### src/rtl/axi4_pkg.sv
// Shared AXI4 encodings and read-arbiter state type.
// No logic, so no latency or backpressure of its own.
package axi4_pkg;

    localparam logic [1:0] AXI_BURST_FIXED = 2'b00;
    localparam logic [1:0] AXI_BURST_INCR  = 2'b01;
    localparam logic [1:0] AXI_BURST_WRAP  = 2'b10;

    localparam logic [1:0] OKAY   = 2'b00;
    localparam logic [1:0] EXOKAY = 2'b01;
    localparam logic [1:0] SLVERR = 2'b10;
    localparam logic [1:0] DECERR = 2'b11;

    localparam logic [2:0] AXI_SIZE_1B   = 3'b000;
    localparam logic [2:0] AXI_SIZE_2B   = 3'b001;
    localparam logic [2:0] AXI_SIZE_4B   = 3'b010;
    localparam logic [2:0] AXI_SIZE_8B   = 3'b011;
    localparam logic [2:0] AXI_SIZE_16B  = 3'b100;
    localparam logic [2:0] AXI_SIZE_32B  = 3'b101;
    localparam logic [2:0] AXI_SIZE_64B  = 3'b110;
    localparam logic [2:0] AXI_SIZE_128B = 3'b111;

    typedef enum logic [1:0] {
        StIdle    = 2'd0,
        StAddress = 2'd1,
        StData    = 2'd2
    } state_e;

endpackage

### src/rtl/axi4_read_arbiter_if.sv
// Requester-side and shared master-side AR/R signals of the read arbiter.
// master = arbiter view, slave = view of the surrounding requesters and memory.
interface axi4_read_arbiter_if #(
    parameter int NUM_REQ      = 4,
    parameter int ADDRESS_SIZE = 32,
    parameter int DATA_SIZE    = 32
);
    logic [NUM_REQ*ADDRESS_SIZE-1:0] s_axi_araddr;
    logic [NUM_REQ*8-1:0]            s_axi_arlen;
    logic [NUM_REQ*3-1:0]            s_axi_arsize;
    logic [NUM_REQ*2-1:0]            s_axi_arburst;
    logic [NUM_REQ-1:0]              s_axi_arvalid;
    logic [NUM_REQ-1:0]              s_axi_arready;
    logic [DATA_SIZE-1:0]            s_axi_rdata;
    logic [1:0]                      s_axi_rresp;
    logic                            s_axi_rlast;
    logic [NUM_REQ-1:0]              s_axi_rvalid;
    logic [NUM_REQ-1:0]              s_axi_rready;

    logic [ADDRESS_SIZE-1:0]         m_axi_araddr;
    logic [7:0]                      m_axi_arlen;
    logic [2:0]                      m_axi_arsize;
    logic [1:0]                      m_axi_arburst;
    logic                            m_axi_arvalid;
    logic                            m_axi_arready;
    logic [DATA_SIZE-1:0]            m_axi_rdata;
    logic [1:0]                      m_axi_rresp;
    logic                            m_axi_rlast;
    logic                            m_axi_rvalid;
    logic                            m_axi_rready;

    modport master (
        input  s_axi_araddr, s_axi_arlen, s_axi_arsize, s_axi_arburst, s_axi_arvalid, s_axi_rready,
        output s_axi_arready, s_axi_rdata, s_axi_rresp, s_axi_rlast, s_axi_rvalid,
        output m_axi_araddr, m_axi_arlen, m_axi_arsize, m_axi_arburst, m_axi_arvalid, m_axi_rready,
        input  m_axi_arready, m_axi_rdata, m_axi_rresp, m_axi_rlast, m_axi_rvalid
    );

    modport slave (
        output s_axi_araddr, s_axi_arlen, s_axi_arsize, s_axi_arburst, s_axi_arvalid, s_axi_rready,
        input  s_axi_arready, s_axi_rdata, s_axi_rresp, s_axi_rlast, s_axi_rvalid,
        input  m_axi_araddr, m_axi_arlen, m_axi_arsize, m_axi_arburst, m_axi_arvalid, m_axi_rready,
        output m_axi_arready, m_axi_rdata, m_axi_rresp, m_axi_rlast, m_axi_rvalid
    );
endinterface

### src/rtl/rr_arbiter.sv
// Round-robin pick: first requester above ptr, wrapping; purely combinational.
// Zero latency; no backpressure, gnt_vld low when nothing is requesting.
module rr_arbiter #(
    parameter int  NUM_REQ = 4,
    localparam int GRANT_W = (NUM_REQ > 1) ? $clog2(NUM_REQ) : 1
) (
    input  logic [NUM_REQ-1:0] req,
    input  logic [GRANT_W-1:0] ptr,
    output logic [NUM_REQ-1:0] gnt,
    output logic [GRANT_W-1:0] gnt_idx,
    output logic               gnt_vld
);

    always_comb begin
        logic [GRANT_W-1:0] idx;
        gnt     = '0;
        gnt_idx = '0;
        gnt_vld = 1'b0;
        idx     = '0;
        // i == NUM_REQ lands back on ptr itself, so it has lowest priority
        for (int i = 1; i <= NUM_REQ; i++) begin
            idx = GRANT_W'((int'(ptr) + i) % NUM_REQ);
            if (!gnt_vld && req[idx]) begin
                gnt_vld  = 1'b1;
                gnt_idx  = idx;
                gnt[idx] = 1'b1;
            end
        end
    end

endmodule

### src/rtl/axi4_read_arbiter.sv
// Round-robin AXI4 read arbiter, one burst in flight; AR out 1 cycle after accept, R routed combinationally.
// Backpressure: requester rready drives m_axi_rready; AR held until m_axi_arready. Option: AXI4_READ_ARB_BEAT_CHECK_EN.
module axi4_read_arbiter
    import axi4_pkg::*;
#(
    parameter int  NUM_REQ      = 4,
    parameter int  ADDRESS_SIZE = 32,
    parameter int  DATA_SIZE    = 32,
    localparam int GRANT_W      = (NUM_REQ > 1) ? $clog2(NUM_REQ) : 1
) (
    input  logic               aclk,
    input  logic               aresetn,
    axi4_read_arbiter_if.master bus,
    output logic               busy,
    output logic [GRANT_W-1:0] grant_id,
    output logic               err_beat
);

    state_e             st, st_nxt;
    logic [GRANT_W-1:0] rr_ptr;
    logic [NUM_REQ-1:0] arb_gnt;
    logic [GRANT_W-1:0] arb_idx;
    logic               arb_vld;
    logic               ar_acc, r_hs, r_done;

    logic [ADDRESS_SIZE-1:0] req_addr  [NUM_REQ];
    logic [7:0]              req_len   [NUM_REQ];
    logic [2:0]              req_size  [NUM_REQ];
    logic [1:0]              req_burst [NUM_REQ];

    for (genvar i = 0; i < NUM_REQ; i++) begin : g_unpack
        assign req_addr[i]  = bus.s_axi_araddr[i*ADDRESS_SIZE +: ADDRESS_SIZE];
        assign req_len[i]   = bus.s_axi_arlen[i*8 +: 8];
        assign req_size[i]  = bus.s_axi_arsize[i*3 +: 3];
        assign req_burst[i] = bus.s_axi_arburst[i*2 +: 2];
    end

    rr_arbiter #(.NUM_REQ(NUM_REQ)) u_rr (
        .req     (bus.s_axi_arvalid),
        .ptr     (rr_ptr),
        .gnt     (arb_gnt),
        .gnt_idx (arb_idx),
        .gnt_vld (arb_vld)
    );

    assign ar_acc = (st == StIdle) && arb_vld;
    assign r_hs   = (st == StData) && bus.m_axi_rvalid && bus.m_axi_rready;
    assign r_done = r_hs && bus.m_axi_rlast;
    assign busy   = (st != StIdle);

    always_ff @(posedge aclk or negedge aresetn) begin
        if (!aresetn) st <= StIdle;
        else          st <= st_nxt;
    end

    always_comb begin
        st_nxt = st;
        unique case (st)
            StIdle:    if (arb_vld)           st_nxt = StAddress;
            StAddress: if (bus.m_axi_arready) st_nxt = StData;
            StData:    if (r_done)            st_nxt = StIdle;
            default:                          st_nxt = StIdle;
        endcase
    end

    always_comb begin
        bus.s_axi_arready = (st == StIdle) ? arb_gnt : '0;
        bus.s_axi_rvalid  = '0;
        bus.m_axi_rready  = 1'b0;
        if (st == StData) begin
            bus.s_axi_rvalid[grant_id] = bus.m_axi_rvalid;
            bus.m_axi_rready           = bus.s_axi_rready[grant_id];
        end
    end

    // Data/resp/last are broadcast; only the one-hot rvalid says who owns the beat
    assign bus.s_axi_rdata = bus.m_axi_rdata;
    assign bus.s_axi_rresp = bus.m_axi_rresp;
    assign bus.s_axi_rlast = bus.m_axi_rlast;

    always_ff @(posedge aclk or negedge aresetn) begin
        if (!aresetn) begin
            rr_ptr            <= '0;
            grant_id          <= '0;
            bus.m_axi_araddr  <= '0;
            bus.m_axi_arlen   <= '0;
            bus.m_axi_arsize  <= '0;
            bus.m_axi_arburst <= '0;
            bus.m_axi_arvalid <= 1'b0;
        end else begin
            if (ar_acc) begin
                grant_id          <= arb_idx;
                bus.m_axi_araddr  <= req_addr[arb_idx];
                bus.m_axi_arlen   <= req_len[arb_idx];
                bus.m_axi_arsize  <= req_size[arb_idx];
                bus.m_axi_arburst <= req_burst[arb_idx];
                bus.m_axi_arvalid <= 1'b1;
            end else if ((st == StAddress) && bus.m_axi_arready) begin
                bus.m_axi_arvalid <= 1'b0;
            end
            if (r_done) rr_ptr <= grant_id;
        end
    end

`ifdef AXI4_READ_ARB_BEAT_CHECK_EN
    logic [7:0] beat_cnt;

    // rlast must coincide exactly with the beat whose index equals arlen
    always_ff @(posedge aclk or negedge aresetn) begin
        if (!aresetn) begin
            beat_cnt <= '0;
            err_beat <= 1'b0;
        end else if (ar_acc) begin
            beat_cnt <= '0;
        end else if (r_hs) begin
            beat_cnt <= beat_cnt + 8'd1;
            if (bus.m_axi_rlast != (beat_cnt == bus.m_axi_arlen)) err_beat <= 1'b1;
        end
    end
`else
    assign err_beat = 1'b0;
`endif

endmodule

### src/flat_wrapper.sv
// flat-port wrapper written by rule: the top's interface ports become plain ports
module axi4_read_arbiter_flat import axi4_pkg::*;
#(
    parameter int  NUM_REQ      = 4,
    parameter int  ADDRESS_SIZE = 32,
    parameter int  DATA_SIZE    = 32,
    localparam int GRANT_W      = (NUM_REQ > 1) ? $clog2(NUM_REQ) : 1
)
  (aclk, aresetn, busy, grant_id, err_beat, bus_s_axi_araddr, bus_s_axi_arlen, bus_s_axi_arsize, bus_s_axi_arburst, bus_s_axi_arvalid, bus_s_axi_rready, bus_s_axi_arready, bus_s_axi_rdata, bus_s_axi_rresp, bus_s_axi_rlast, bus_s_axi_rvalid, bus_m_axi_araddr, bus_m_axi_arlen, bus_m_axi_arsize, bus_m_axi_arburst, bus_m_axi_arvalid, bus_m_axi_rready, bus_m_axi_arready, bus_m_axi_rdata, bus_m_axi_rresp, bus_m_axi_rlast, bus_m_axi_rvalid);
  axi4_read_arbiter_if #(.NUM_REQ(NUM_REQ), .ADDRESS_SIZE(ADDRESS_SIZE), .DATA_SIZE(DATA_SIZE)) bus_i ();
  input  logic aclk;
  input  logic aresetn;
  output logic busy;
  output logic [GRANT_W-1:0] grant_id;
  output logic err_beat;
  input wire logic [$bits(bus_i.s_axi_araddr)-1:0] bus_s_axi_araddr;
  input wire logic [$bits(bus_i.s_axi_arlen)-1:0] bus_s_axi_arlen;
  input wire logic [$bits(bus_i.s_axi_arsize)-1:0] bus_s_axi_arsize;
  input wire logic [$bits(bus_i.s_axi_arburst)-1:0] bus_s_axi_arburst;
  input wire logic [$bits(bus_i.s_axi_arvalid)-1:0] bus_s_axi_arvalid;
  input wire logic [$bits(bus_i.s_axi_rready)-1:0] bus_s_axi_rready;
  output wire logic [$bits(bus_i.s_axi_arready)-1:0] bus_s_axi_arready;
  output wire logic [$bits(bus_i.s_axi_rdata)-1:0] bus_s_axi_rdata;
  output wire logic [$bits(bus_i.s_axi_rresp)-1:0] bus_s_axi_rresp;
  output wire logic [$bits(bus_i.s_axi_rlast)-1:0] bus_s_axi_rlast;
  output wire logic [$bits(bus_i.s_axi_rvalid)-1:0] bus_s_axi_rvalid;
  output wire logic [$bits(bus_i.m_axi_araddr)-1:0] bus_m_axi_araddr;
  output wire logic [$bits(bus_i.m_axi_arlen)-1:0] bus_m_axi_arlen;
  output wire logic [$bits(bus_i.m_axi_arsize)-1:0] bus_m_axi_arsize;
  output wire logic [$bits(bus_i.m_axi_arburst)-1:0] bus_m_axi_arburst;
  output wire logic [$bits(bus_i.m_axi_arvalid)-1:0] bus_m_axi_arvalid;
  output wire logic [$bits(bus_i.m_axi_rready)-1:0] bus_m_axi_rready;
  input wire logic [$bits(bus_i.m_axi_arready)-1:0] bus_m_axi_arready;
  input wire logic [$bits(bus_i.m_axi_rdata)-1:0] bus_m_axi_rdata;
  input wire logic [$bits(bus_i.m_axi_rresp)-1:0] bus_m_axi_rresp;
  input wire logic [$bits(bus_i.m_axi_rlast)-1:0] bus_m_axi_rlast;
  input wire logic [$bits(bus_i.m_axi_rvalid)-1:0] bus_m_axi_rvalid;
  assign bus_i.s_axi_araddr = bus_s_axi_araddr;
  assign bus_i.s_axi_arlen = bus_s_axi_arlen;
  assign bus_i.s_axi_arsize = bus_s_axi_arsize;
  assign bus_i.s_axi_arburst = bus_s_axi_arburst;
  assign bus_i.s_axi_arvalid = bus_s_axi_arvalid;
  assign bus_i.s_axi_rready = bus_s_axi_rready;
  assign bus_s_axi_arready = bus_i.s_axi_arready;
  assign bus_s_axi_rdata = bus_i.s_axi_rdata;
  assign bus_s_axi_rresp = bus_i.s_axi_rresp;
  assign bus_s_axi_rlast = bus_i.s_axi_rlast;
  assign bus_s_axi_rvalid = bus_i.s_axi_rvalid;
  assign bus_m_axi_araddr = bus_i.m_axi_araddr;
  assign bus_m_axi_arlen = bus_i.m_axi_arlen;
  assign bus_m_axi_arsize = bus_i.m_axi_arsize;
  assign bus_m_axi_arburst = bus_i.m_axi_arburst;
  assign bus_m_axi_arvalid = bus_i.m_axi_arvalid;
  assign bus_m_axi_rready = bus_i.m_axi_rready;
  assign bus_i.m_axi_arready = bus_m_axi_arready;
  assign bus_i.m_axi_rdata = bus_m_axi_rdata;
  assign bus_i.m_axi_rresp = bus_m_axi_rresp;
  assign bus_i.m_axi_rlast = bus_m_axi_rlast;
  assign bus_i.m_axi_rvalid = bus_m_axi_rvalid;
  axi4_read_arbiter #(.NUM_REQ(NUM_REQ), .ADDRESS_SIZE(ADDRESS_SIZE), .DATA_SIZE(DATA_SIZE)) u_core (.aclk(aclk), .aresetn(aresetn), .bus(bus_i), .busy(busy), .grant_id(grant_id), .err_beat(err_beat));
endmodule
### config.mk
export PLATFORM = sky130hd
export DESIGN_NAME = axi4_read_arbiter_flat
export DESIGN_NICKNAME = d
export VERILOG_FILES = /design/src/rtl/axi4_pkg.sv /design/src/rtl/axi4_read_arbiter_if.sv /design/src/rtl/rr_arbiter.sv /design/src/rtl/axi4_read_arbiter.sv /design/src/flat_wrapper.sv
export SDC_FILE = /design/constraint.sdc
export NUM_CORES = 1
export LEC_CHECK = 0
export ABC_AREA = 1
export BUFFER_PORTS_ARGS = -buffer_cell sky130_fd_sc_hd__buf_4
export CORE_AREA = 2 2 124 126
export DETAILED_ROUTE_END_ITERATION = 10
export DIE_AREA = 0 0 126 128
export PLACE_DENSITY = 0.69
export SLEW_MARGIN = 20
export SYNTH_ARGS = -nofsm -noshare
export SYNTH_HDL_FRONTEND = slang
export SYNTH_SLANG_ARGS = --single-unit
### constraint.sdc
create_clock -name aclk -period 2.45 [get_ports aclk]
set_clock_uncertainty 0.15 [all_clocks]
set_input_delay 0.49 -clock aclk [delete_from_list [all_inputs] [get_ports aclk]]
set_output_delay 0.49 -clock aclk [all_outputs]
set_load 0.02 [all_outputs]
==> reports/metrics.csv, run 1 <==
stage,metric,value,unit
outcome,status,"complete, but fails checks",
outcome,failing checks,negative setup slack,
global_route,pin count of the biggest net entering global routing,66,
clock_tree,Clock Latency Late Sink,0.29,ns
clock_tree,clock buffer depth,2,
yosys,syn_area_per_cell,5.99,um2
power_and_ir_drop,Net Sw Power,0.00741,W
yosys,ys async rst share,100,%
floorplan,starting density of the core,33.8,%
floorplan,Die Area,16100,um2
timing,Fmax,0.379,GHz
yosys,Yosys warnings,0,
power_and_ir_drop,combinational share of power,84.2,%
clock_tree,hold buffers post-CTS,0,
power_and_ir_drop,Int Power,0.00752,W
power_and_ir_drop,sequential share of power,10.9,%
timing,Worst-Margin Slew,0.722,ns
power_and_ir_drop,leakage,4.63,nW
clock_tree,Num CTS Buffers,5,
detailed_routing,DR iter-0 viols,347,
timing,post-route setup slack,-0.187,ns
yosys,Mapped Area,5030,um2
power_and_ir_drop,Sw Share,49.6,%
setup_path,reg-to-reg critical path startpoint,u_core.rr_ptr[0],
layout,diode count,0,
floorplan,Core Area,14900,um2
floorplan,I/O Pins,321,
timing,hold_ws,0.0997,ns
clock_tree,CTS tree,built,
worst_hold_path,Worst Hold Class,in2async,
detailed_routing,Post-DRT Antenna Nets,0,
setup_path,Critical Path AT,2.00,ns
yosys,prevailing post-synth register cell,dfrtp_1,
yosys,Mapped Cells,840,
detailed_routing,total iterations of the first detailed-routing run,5,
layout,Final Net Count,1312,
placement,Placer Congestion,0.893,
placement,post-detail-place hpwl,12300,um
detailed_routing,total number of vias,6152,
clock_tree,clock sinks,52,
global_route,grt ovf,0,
layout,Finished Layout Cells,1266,
floorplan,die width,126,um
layout,Layout area overhead,56.3,%
setup_path,critical path type,reg2out,
yosys,post-synthesis sequential area ratio,25.9,%
layout,"commonest non-fill, non-tap cell in the layout",buf_4,
timing,fin crit period,2.64,ns
timing,RSZ-0062 raised after global routing,true,
layout,"commonest cells after routing, fill and taps aside","buf_4, nand2_1, inv_1",
setup_path,CP Launch Type,register,
clock_tree,Root Driver,clkbuf_16,
timing,final hold vios,0,
setup_path,Crit Reg-Reg Endpoint,u_core.bus.m_axi_araddr[12],
power_and_ir_drop,Clock Power Share,4.9,%
floorplan,die height,128,um
setup_path,beginning of the critical path,u_core.rr_ptr[0],
setup_path,R2R cell count,14,
global_route,first-pass GRT wire length,26000,um
timing,Slew headroom,51.9,%
setup_path,Critical Path Fanout Max,5,
placement,Inst Count DP,1222,
yosys,"Distinct cells, synth",31,
detailed_routing,WL per Instance,14.5,um
setup_path,end of the critical path,bus_s_axi_arready[2],
layout,layout cells sized above 1,37.2,%
detailed_routing,vias per cell,4.86,
timing,Final Cycle Share,108,%
global_route,antenna violations before repair,0,
flow_run,Max-cap violations,0,
detailed_routing,DRC Markers,0,
placement,Area after DPL,6980,um2
power_and_ir_drop,pwr/cell area,1900,nW/um2
setup_path,R2R Setup Slk,-0.14,ns
layout,FILL cells,1462,
setup_path,Worst Path Required,1.81,ns
timing,Final Max Tran Viols,0,
detailed_routing,drt total wl,18400,um
yosys,synthesized flop and latch total,52,
layout,design area,7860,um2
placement,port bufs,251,
yosys,Post-synth EDFFs,0,
yosys,Mapped Nets,1075,
floorplan,row cnt,45,
clock_tree,clock-pin slew on the worst setup and hold paths,0.07,ns
timing,Final Setup Violations,50,
power_and_ir_drop,peak supply drop,0.931,mV
global_route,vias in the first global route,5364,
clock_tree,H-tree levels,2,
global_route,gr usage total,19.5,%
setup_path,Worst setup EP type,output pin,
## layout make-up
cell class | count | area (um2) | share of cell area [%]
inverters | 173 | 658 | 8.37
flip-flops and latches | 52 | 1300 | 16.6
multi-input cells | 531 | 2770 | 35.2
well taps | 188 | 235 | 2.99
clock buffers | 8 | 146 | 1.86
repair buffers | 314 | 2750 | 35.0
## synth_stat cells (2+ instances only)
master,instances,area (um2)
dfrtp_1,52,1300
nand4_1,63,394
a31oi_1,2,12.5
nor2_4,2,22.5
nand3_2,2,20.0
clkbuf_1,25,93.8
inv_1,172,646
or2_2,29,181
a21oi_1,3,15.0
a22oi_1,2,15.0
o21ai_0,10,50.1
ha_1,8,100
nand2_2,4,25.0
nor2_1,6,22.5
nand2_1,266,998
nand3_1,120,601
buf_2,14,70.1
buf_4,44,330
nor3_1,4,20.0
## worst max-delay path, stage by stage, from the launching register on
cell     delay [ns]
dfrtp_1        0.40
inv_4          0.06
ha_4           0.31
nand3_1        0.14
nand2_2        0.16
nand4_1        0.18
o21ai_1        0.18
nand2_1        0.09
inv_2          0.08
buf_6          0.11
## logic make-up after synthesis
kind of cell,Yosys count,synth area share (%)
AO/OA/AOI/OAI,21,2.44
other,1,0.0745
buffers and inverters,257,23.0
flip-flops,52,25.9
adder cells (fa/ha/maj),8,1.99
AND/OR/NAND/NOR,501,46.6
## through the flow
stage,worst slack (ns),power (W),setup TNS (ns),utilization (%)
floorplan,0.0175,0.00821,0,-
finish,-0.187,0.0149,-4.96,52.9
global route,-0.352,0.0162,-12.50,52.9
detailed placement,-0.0448,0.0112,-0.0550,46.9
CTS,-0.184,0.0121,-3.47,48.4
global placement,0.0319,0.0111,0,46.9
## worst min path at each step
stage | startpoint | cells past startpoint | slack, ns | to
after floorplan | aresetn | 0 | 0.04 | u_core.bus.m_axi_araddr[0]
after global placement | u_core.bus.m_axi_araddr[23] | 2 | 0.31 | u_core.bus.m_axi_araddr[23]
after detailed placement | u_core.bus.m_axi_arlen[6] | 2 | 0.32 | u_core.bus.m_axi_arlen[6]
after CTS | aresetn | 1 | 0.12 | u_core.rr_ptr[1]
after global routing | aresetn | 1 | 0.14 | u_core.rr_ptr[1]
final | aresetn | 1 | 0.1 | u_core.rr_ptr[1]
## registers in the layout (all words and copies together) (netlist names)
name                      cells
u_core.bus.m_axi_araddr      32
u_core.bus.m_axi_arburst      2
u_core.bus.m_axi_arlen        8
u_core.bus.m_axi_arsize       3
u_core.bus.m_axi_arvalid      1
u_core.grant_id               2
u_core.rr_ptr                 2
u_core.st                     2
## routing by layer
layer | vias to the layer above | global-route usage (%) | part of all wire (%)
li1 | 3031 | - | -
met3 | 39 | 5.05 | 8.3
met4 | 0 | 4.72 | 2.0
met5 | - | 0 | 0
met2 | 290 | 35.2 | 50
met1 | 2792 | 23.1 | 40
## power groups by stage
stage,sequential (W),clock (W),combinational [W]
3_3_place_gp,0.00163,0,0.00944
3_5_place_dp,0.00163,0,0.00955
4_1_cts,0.00163,0.000750,0.00976
2_1_floorplan,0.00207,0,0.00614
5_1_grt,0.00169,0.000781,0.0138
6_report,0.00163,0.000728,0.0126
## what timing repair did
| action | CTS | global route |
|---|---|---|
| resized for setup | 18 | 61 |
| setup endpoints to repair | 4 | 51 |
| gates cloned | 0 | 10 |
| setup buffers | 3 | 23 |
| pin swaps | 8 | 7 |
Note: power is estimated with default switching activity, not from simulation.
==> run 2: changes to the inputs <==
- REMOVE_ABC_BUFFERS: not set -> 1
==> run 2 against run 1 <==
Net effect:
- the run still ends with negative setup slack left
- clock power grew 2%
- worst hold slack gained 0.0048 ns
- combinational power shrank 8%
- critical path depth grew 2
- routed wire length grew 8.0%
- maximum frequency shrank 0.48%
- critical path type unchanged
- largest cell class unchanged
- largest power group unchanged
- highest routed layer is now met5
==> reports/metrics.csv, run 2 (synthesis gave the netlist of run 1 again) <==
stage,metric,value,unit,change
outcome,status,"complete, but fails checks",,unchanged
outcome,failing checks,negative setup slack,,unchanged
timing,post-route setup slack,-0.200,ns,was -0.187 ns
setup_path,CP Launch Type,register,,unchanged
timing,final hold vios,0,,unchanged
layout,max reg flops,32,,unchanged
detailed_routing,total iterations of the first detailed-routing run,6,,was 5
setup_path,Worst Path Required,1.81,ns,about the same
timing,Slew headroom,53.2,%,was 51.9%
layout,Largest regs,"u_core.bus.m_axi_araddr x32, u_core.bus.m_axi_arlen x8, u_core.bus.m_axi_arsize x3",,unchanged
timing,fin crit period,2.65,ns,was 2.64 ns
worst_hold_path,Worst Hold Class,in2async,,unchanged
layout,Final Net Count,1307,,was 1312
clock_tree,clock-pin slew on the worst setup and hold paths,0.07,ns,about the same
placement,Area after DPL,7020,um2,was 6980 um2
clock_tree,clock buffer depth,2,,unchanged
layout,most flop-heavy register,u_core.bus.m_axi_araddr,,unchanged
global_route,vias in the first global route,5705,,was 5364
setup_path,R2R cell count,14,,unchanged
layout,diode count,0,,unchanged
global_route,first-pass GRT wire length,30700,um,was 26000 um
floorplan,I/O Pins,321,,unchanged
setup_path,beginning of the critical path,u_core.rr_ptr[0],,unchanged
clock_tree,H-tree levels,2,,unchanged
detailed_routing,Post-DRT Antenna Nets,0,,unchanged
floorplan,starting density of the core,33.8,%,unchanged
power_and_ir_drop,leakage,4.57,nW,was 4.63 nW
clock_tree,CTS tree,built,,unchanged
timing,Final Setup Violations,41,,was 50
placement,port bufs,251,,unchanged
detailed_routing,DR iter-0 viols,395,,was 347
power_and_ir_drop,pwr/cell area,1830,nW/um2,was 1900 nW/um2
setup_path,Worst setup EP type,output pin,,unchanged
floorplan,die width,126,um,unchanged
clock_tree,Num CTS Buffers,5,,unchanged
global_route,gr usage total,24.1,%,was 19.5%
detailed_routing,total number of vias,6047,,was 6152
clock_tree,clock sinks,52,,unchanged
power_and_ir_drop,peak supply drop,0.949,mV,was 0.931 mV
detailed_routing,vias per cell,4.80,,was 4.86
layout,area of the multi-input gates,2690,um2,was 2770 um2
detailed_routing,WL per Instance,15.7,um,was 14.5 um
setup_path,Top delay family on crit path,simple AND/OR/NAND/NOR gates,,unchanged
setup_path,Buf/Inv on CP,4,,was 3
setup_path,end of the critical path,bus_s_axi_arready[0],,was bus_s_axi_arready[2]
setup_path,Crit Reg-Reg Endpoint,u_core.bus.m_axi_araddr[12],,unchanged
setup_path,reg-to-reg critical path startpoint,u_core.rr_ptr[0],,unchanged
clock_tree,hold buffers post-CTS,0,,unchanged
setup_path,crit-path cells,"inv_4, ha_4, inv_2, nand2_4, nand2_8, nor2_8, nand4_1, o21ai_1, nand2_1, inv_1, buf_6",,"was inv_4, ha_4, nand3_1, nand2_2, nand4_1, o21ai_1, nand2_1, inv_2, buf_6"
layout,post-layout util,51.3,%,was 52.9%
layout,Reg area,1300,um2,unchanged
setup_path,R2R Setup Slk,-0.14,ns,about the same
layout,design area,7630,um2,was 7860 um2
layout,Layout area overhead,51.6,%,was 56.3%
setup_path,CP peak stage delay,0.41,ns,was 0.40 ns
detailed_routing,DRC Markers,0,,unchanged
timing,RSZ-0062 raised after global routing,true,,unchanged
placement,Placer Congestion,0.867,,was 0.893
floorplan,die height,128,um,unchanged
global_route,pin count of the biggest net entering global routing,53,,was 66
setup_path,slowest library cell on the worst path,dfrtp_1,,unchanged
global_route,antenna violations before repair,0,,unchanged
global_route,grt ovf,0,,unchanged
layout,"commonest cells after routing, fill and taps aside","buf_4, nand2_1, inv_1",,unchanged
timing,TNS Setup,-2.95,ns,was -4.96 ns
setup_path,critical path depth in cells,11,,was 9
floorplan,Core Area,14900,um2,unchanged
setup_path,Critical Path AT,2.01,ns,was 2.00 ns
placement,Setup Slack @ Placement,-0.153,ns,was -0.0448 ns
setup_path,Critical Path Fanout Max,5,,unchanged
flow_run,Max-cap violations,0,,unchanged
timing,Final Max Tran Viols,0,,unchanged
timing,Fmax,0.377,GHz,was 0.379 GHz
clock_tree,Clock Latency Late Sink,0.29,ns,about the same
timing,Final Cycle Share,108,%,about the same
layout,"commonest non-fill, non-tap cell in the layout",buf_4,,unchanged
timing,Worst-Margin Slew,0.703,ns,was 0.722 ns
floorplan,row cnt,45,,unchanged
placement,post-detail-place hpwl,14600,um,was 12300 um
layout,FILL cells,1501,,was 1462
setup_path,critical path type,reg2out,,unchanged
layout,layout cells sized above 1,35.3,%,was 37.2%
detailed_routing,drt total wl,19800,um,was 18400 um
floorplan,Die Area,16100,um2,unchanged
clock_tree,Root Driver,clkbuf_16,,unchanged
==> run 2: per-stage QoR <==
step | hold WS, ns | total power, W | instances
after floorplan | 0.0444 | 0.00702 | 756
after global placement | 0.313 | 0.0113 | 1232
after detailed placement | 0.316 | 0.0113 | 1232
after CTS | 0.133 | 0.0136 | 1254
after global routing | 0.162 | 0.0153 | 1261
final | 0.105 | 0.0139 | 1261
==> run 2: worst min path at each step <==
stage	startpoint	end	slack (ns)	cells past startpoint
3_3_place_gp	u_core.bus.m_axi_araddr[3]	u_core.bus.m_axi_araddr[3]	0.31	2
3_5_place_dp	u_core.bus.m_axi_araddr[27]	u_core.bus.m_axi_araddr[27]	0.32	2
5_1_grt	aresetn	u_core.st[0]	0.16	1
2_1_floorplan	aresetn	u_core.bus.m_axi_araddr[0]	0.04	0
4_1_cts	aresetn	u_core.st[0]	0.13	1
6_report	aresetn	u_core.st[0]	0.10	1
==> run 2: per-layer routing <==
layer,wire (um),global-route usage (%)
met5,90,5.26
met4,442,6.14
met3,2010,9.43
met2,8750,36.4
met1,8550,32.0
==> run 2: cell type report <==
| class | count | area share [%] |
|---|---|---|
| clock buffers | 7 | 1.87 |
| clock inverters | 1 | 0.0984 |
| inverters | 173 | 8.55 |
| multi-input cells | 531 | 35.3 |
| flip-flops and latches | 52 | 17.1 |
| well taps | 188 | 3.08 |
| repair buffers | 309 | 34.1 |
==> run 2: what timing repair did <==
item / 4_1_cts / 5_1_grt
pin swaps: 12 / 6
endpoints found under the setup margin: 53 / 53
gates cloned: 4 / 0
resized for setup: 30 / 23
buffers inserted: 10 / 7
==> run 2: power by group <==
part	internal [W]	switching (W)	leakage, nW
clock network	0.000409	0.000331	0.0701
registers	0.00134	0.000261	0.637
logic	0.00520	0.00640	3.86
